--- src/rtl/cell3_stim_driver.sv ---
// Stimulus driver / response reader for a 3-input, 1-output library cell: Gray-order sweep, Q check, toggle count.
// Optional toggle counter built only when CELL3_STIM_TOGCNT_EN is defined; otherwise o_tog_cnt is tied to 0.
//
// state    | meaning
// S_IDLE   | waiting for i_start; results held
// S_APPLY  | latch gray[index] onto the cell inputs
// S_SETTLE | wait SETTLE_CYC-1 cycles for the cell to settle
// S_SAMPLE | compare i_dut_q with TRUTH, advance index/pass
// S_FIN    | cell inputs 0, one-cycle o_done, then idle
module cell3_stim_driver #(
   parameter logic [7:0] TRUTH      = 8'h80,
   parameter int         NUM_PASSES = 4,
   parameter int         SETTLE_CYC = 2,
   parameter int         CNT_W      = 16
) (
   input  logic             i_clk,
   input  logic             i_rst,
   input  logic             i_start,
   input  logic             i_dut_q,
   output logic             o_in1,
   output logic             o_in2,
   output logic             o_in3,
   output logic             o_busy,
   output logic             o_done,
   output logic             o_fail,
   output logic [CNT_W-1:0] o_err_cnt,
   output logic [CNT_W-1:0] o_tog_cnt
);

   localparam int NP        = (NUM_PASSES < 1) ? 1 : NUM_PASSES;
   localparam int PASS_W    = $clog2(NP + 1);
   localparam int ST_W      = $clog2(SETTLE_CYC + 1);
   localparam int SETTLE_LD = (SETTLE_CYC >= 2) ? SETTLE_CYC - 2 : 0;

   typedef enum logic [2:0] {
      S_IDLE   = 3'd0,
      S_APPLY  = 3'd1,
      S_SETTLE = 3'd2,
      S_SAMPLE = 3'd3,
      S_FIN    = 3'd4
   } state_t;

   state_t             r_state;
   state_t             w_next;
   logic [2:0]         r_idx;
   logic [PASS_W-1:0]  r_pass;
   logic [ST_W-1:0]    r_settle;
   logic [2:0]         r_vec;
   logic               r_fail;
   logic [CNT_W-1:0]   r_err;
   logic [2:0]         w_gray;
   logic               w_exp;
   logic               w_last;
   logic               w_accept;
   logic               w_busy;
   logic               w_done;

   assign w_gray   = r_idx ^ (r_idx >> 1);
   assign w_exp    = TRUTH[w_gray];
   assign w_last   = (r_idx == 3'd7) && (r_pass == PASS_W'(NP - 1));
   assign w_accept = (r_state == S_IDLE) && i_start;

   always_ff @(posedge i_clk or posedge i_rst) begin
      if (i_rst) r_state <= S_IDLE;
      else       r_state <= w_next;
   end

   always_comb begin
      w_next = r_state;
      w_busy = 1'b0;
      w_done = 1'b0;
      case (r_state)
         S_IDLE:   if (i_start) w_next = S_APPLY;
         S_APPLY: begin
            w_busy = 1'b1;
            w_next = (SETTLE_CYC > 1) ? S_SETTLE : S_SAMPLE;
         end
         S_SETTLE: begin
            w_busy = 1'b1;
            if (r_settle == '0) w_next = S_SAMPLE;
         end
         S_SAMPLE: begin
            w_busy = 1'b1;
            w_next = w_last ? S_FIN : S_APPLY;
         end
         S_FIN: begin
            w_done = 1'b1;
            w_next = S_IDLE;
         end
         default:  w_next = S_IDLE;
      endcase
   end

   always_ff @(posedge i_clk or posedge i_rst) begin
      if (i_rst) begin
         r_idx    <= '0;
         r_pass   <= '0;
         r_settle <= '0;
         r_vec    <= '0;
         r_fail   <= 1'b0;
         r_err    <= '0;
      end else begin
         if (w_accept) begin
            r_idx  <= '0;
            r_pass <= '0;
            r_vec  <= '0;
            r_fail <= 1'b0;
            r_err  <= '0;
         end
         if (r_state == S_APPLY) begin
            r_vec    <= w_gray;
            r_settle <= ST_W'(SETTLE_LD);
         end
         if ((r_state == S_SETTLE) && (r_settle != '0))
            r_settle <= r_settle - 1'b1;
         if (r_state == S_SAMPLE) begin
            if (i_dut_q != w_exp) begin
               r_fail <= 1'b1;
               if (r_err != '1) r_err <= r_err + 1'b1;
            end
            r_idx <= r_idx + 3'd1;
            if (r_idx == 3'd7) r_pass <= r_pass + 1'b1;
            // Park the cell inputs at 0 for the FIN cycle and beyond.
            if (w_last) r_vec <= '0;
         end
      end
   end

`ifdef CELL3_STIM_TOGCNT_EN
   logic             r_prev_q;
   logic [CNT_W-1:0] r_tog;

   always_ff @(posedge i_clk or posedge i_rst) begin
      if (i_rst) begin
         r_prev_q <= 1'b0;
         r_tog    <= '0;
      end else if (w_accept) begin
         r_prev_q <= 1'b0;
         r_tog    <= '0;
      end else if (w_busy || w_done) begin
         if (i_dut_q != r_prev_q) begin
            r_prev_q <= i_dut_q;
            if (r_tog != '1) r_tog <= r_tog + 1'b1;
         end
      end
   end

   assign o_tog_cnt = r_tog;
`else
   assign o_tog_cnt = '0;
`endif

   assign {o_in3, o_in2, o_in1} = r_vec;
   assign o_busy    = w_busy;
   assign o_done    = w_done;
   assign o_fail    = r_fail;
   assign o_err_cnt = r_err;

endmodule

--- config.mk ---
export PLATFORM = sky130hd
export DESIGN_NAME = cell3_stim_driver
export DESIGN_NICKNAME = d
export VERILOG_FILES = /design/src/rtl/cell3_stim_driver.sv
export SDC_FILE = /design/constraint.sdc
export NUM_CORES = 1
export LEC_CHECK = 0
export ABC_AREA = 1
export CORE_ASPECT_RATIO = 0.6
export CORE_MARGIN = 3
export CORE_UTILIZATION = 40
export CTS_BUF_LIST = sky130_fd_sc_hd__clkbuf_8
export DETAILED_ROUTE_END_ITERATION = 10
export HOLD_SLACK_MARGIN = 0.1
export PLACE_DENSITY = 0.66
export SLEW_MARGIN = 20
export SYNTH_ARGS = -nofsm -noshare
export SYNTH_HDL_FRONTEND = slang
export SYNTH_SLANG_ARGS = --single-unit
--- constraint.sdc ---
create_clock -name i_clk -period 4.3 [get_ports i_clk]
set_input_delay 0.645 -clock i_clk [delete_from_list [all_inputs] [get_ports i_clk]]
set_output_delay 0.645 -clock i_clk [all_outputs]
set_load 0.005 [all_outputs]
==> results.toml <==
[status]
status = "finished, final reports clean"

[drt]
drt_iter0_markers = 118
dr_total_vias = 1648
detail-route-antenna-nets = 0
postRouteWirelength_um = 4360
via_per_inst = 4.72
avgRoutedWirePerCell_um = 12.5
drc = 0
first_pass_iters = 5

[placement]
hpwl_um = 3200
portBuffers = 25
placed_cell_area_um2 = 2170
place_congestion = 0.833
dp.cells = 341

[yosys]
async_reset_ff_share_pct = 100
yosysMostFrequentCell = "nand2_1"
syn_area_um2 = 1930
synth_common_cells = "nand2_1 (71), dfrtp_1 (31), nor2_1 (28)"
ys_types = 29
yosys.area.top_type_share_pct = 40.3
synth_area_per_cell_um2 = 7.43
yosysSeqAreaShare_pct = 40.3
synth-main-ff-cell = "dfrtp_1"
synth_area_leaders = "dfrtp_1 (40%), nand2_1 (14%), nand3_1 (6.5%)"
synth-seq-cells = 31
synth_cells = 259
ys_warn_count = 0
synth_edf_count = 0
synth_area_leader_cell = "dfrtp_1"

[clock_network]
tritoncts = "built"
clk_pin_slew_ns = 0.07
cts_resized = 0
clock_sinks = 31
clk_latency_ns = 0.29
numCtsBuffers = 5
htreeDepth = 2
cts_hold_buf = 0
cts_root_buf = "clkbuf_8"
post_cts_buffers = 0
clockBufferDepth = 2

[floorplan]
dieWidth_um = 95.6
die_area_um2 = 5710
die_h_um = 59.7
io_pins = 42
start_util_pct = 44.1
coreArea_um2 = 4370
std_cell_rows = 18

[setup_path]
setup.worst_path.class = "reg2out"
crit_fanout = 4
worst-path-buf-inv = 2
crit_slowest_cell = "clkdlybuf4s50_1"
crit_top_cell = "nor2_1"
cp.arrival_ns = 1.52
cp-end-kind = "output pin"
startpoint_type = "flop"
slowest_delay_ns = 0.50
crit_family = "buffers and inverters"
critPathRequiredTime_ns = 3.65
crit_chain = "nor2_1 > inv_2 > nor2_1 > clkdlybuf4s50_1"

[sta]
layout_min_cycle_time_ns = 2.16
relSlewSlack_pct = 37.8
fin_setup_tns_ns = 0
clock_skew_ns = 0.00744
hold_violations = 0
worst_slew_pin_slew_ns = 0.927
setup_viol = 0
period_share_pct = 50.2
rsz0062_at_grt = "false"
timing.fmax_ghz = 0.463
drv_slew = 0

[power_and_ir_drop]
max-vdd-ir-drop_mv = 0.286
p_per_area_nw_per_um2 = 503
leakage_nw = 1.12
p_total_mw = 1.15

[global_routing]
grt_use_total_pct = 16.9
antenna_found_initial = 0
overflow = 0
grt_pass1_wl_um = 7130
grt_max_degree = 26
grt_pass1_vias = 1389

[min_path]
hold_class = "reg2reg"

[final_layout]
post-route-util_pct = 52.1
area_growth_pct = 18.3
fin_area_um2 = 2280
stdcell_count = 349
antenna_cells = 0
fin_nets = 298
drive_gt1_share_pct = 7.96

[job]
drv_cap = 0
[stage by stage]
step | hold WS, ns | setup WS, ns
after CTS | 0.492 | 2.13
after global routing | 0.502 | 2.07
final | 0.485 | 2.14
after floorplan | 0.445 | 2.75
after global placement | 0.463 | 2.15
after detailed placement | 0.467 | 2.16
[cells in the final DEF, fill, tap and decap left out]
cell type | netlist | routed
nand4_4 | 1 | 1
xnor2_1 | 2 | 2
ha_1 | 6 | 6
a21oi_1 | 5 | 5
clkinvlp_4 | 0 | 1
nor2_4 | 3 | 3
nand3_1 | 25 | 25
o21bai_1 | 2 | 2
buf_4 | 16 | 1
conb_1 | 1 | 16
inv_1 | 27 | 26
clkdlybuf4s50_1 | 0 | 25
and2_1 | 1 | 1
nand2_4 | 1 | 1
nor3_1 | 2 | 2
nand2_1 | 71 | 71
nand3_2 | 1 | 1
o21a_1 | 1 | 1
dfrtp_1 | 31 | 31
xor2_1 | 3 | 3
nand4_1 | 4 | 4
o22ai_1 | 1 | 1
clkinv_1 | 0 | 1
nor2_1 | 28 | 28
or2_2 | 1 | 1
o21ai_1 | 9 | 9
nor2_2 | 1 | 1
o21ai_0 | 6 | 6
a31oi_1 | 1 | 1
inv_2 | 6 | 6
clkbuf_8 | 0 | 7
[power by group]
group          internal (mW)  switching (mW)  leakage [nW]  total [mW]
Clock                  0.146           0.118        0.0505       0.264
Sequential             0.364          0.0760         0.410       0.440
Combinational          0.188           0.255         0.663       0.442
Total                  0.697           0.449          1.12        1.15
[layout make-up]
type	count	area (um2)
repair buffers	26	258
clock inverters	1	7.51
inverters	33	124
clock buffers	7	96.3
multi-input cells	191	941
flip-flops and latches	31	776
fillers	421	2090
well taps	60	75.1
[worst register-to-register path, delay by kind of cell, from the launching register on]
family / cells / cell delay, ns
flip-flops: 1 / 0.41
AND/OR/NAND/NOR: 7 / 0.84
buffers and inverters: 1 / 0.19
adder cells (fa/ha/maj): 1 / 0.37
[path summary, 6_finish.rpt]
check / from / endpoint / slack [ns] / cells past startpoint
max: r_state[0]$_DFFE_PP0P_ / o_done / 2.14 / 4
min: o_fail$_DFF_PP0_ / o_fail$_DFF_PP0_ / 0.48 / 2
max reg2reg: r_idx[1]$_DFFE_PP0P_ / o_err_cnt[3]$_DFF_PP0_ / 2.43 / 9
min reg2reg: o_fail$_DFF_PP0_ / o_fail$_DFF_PP0_ / 0.48 / 2
max in group asynchronous: i_rst / o_err_cnt[5]$_DFF_PP0_ / 2.98 / 3
min in group asynchronous: i_rst / o_err_cnt[8]$_DFF_PP0_ / 0.75 / 2
[flip-flops by register name, indices dropped and copies added, names as in the netlist]
signal	count
o_err_cnt	16
r_idx	3
r_pass	3
r_state	3
r_vec	3
r_settle	2
o_fail	1
[layer usage]
metal	vias up	track usage [%]	share of wire, %
met1	737	27.5	55
met5	-	0	0
met4	0	4.25	0.55
li1	848	-	-
met2	59	21.1	38
met3	4	4.53	6.1
[logic make-up (layout without fill, tap and decap cells)]
family          Yosys count  in the layout  synth area share, %
simple gates            139            139                 32.6
buf+inv                  52             67                 13.8
flops                    31             31                 40.3
compound gates           25             25                 7.02
fa+ha+maj                 6              6                 3.90
xor+xnor                  5              5                 2.27
other cells               1             16                0.195
Power figures use the tool's default switching activity.
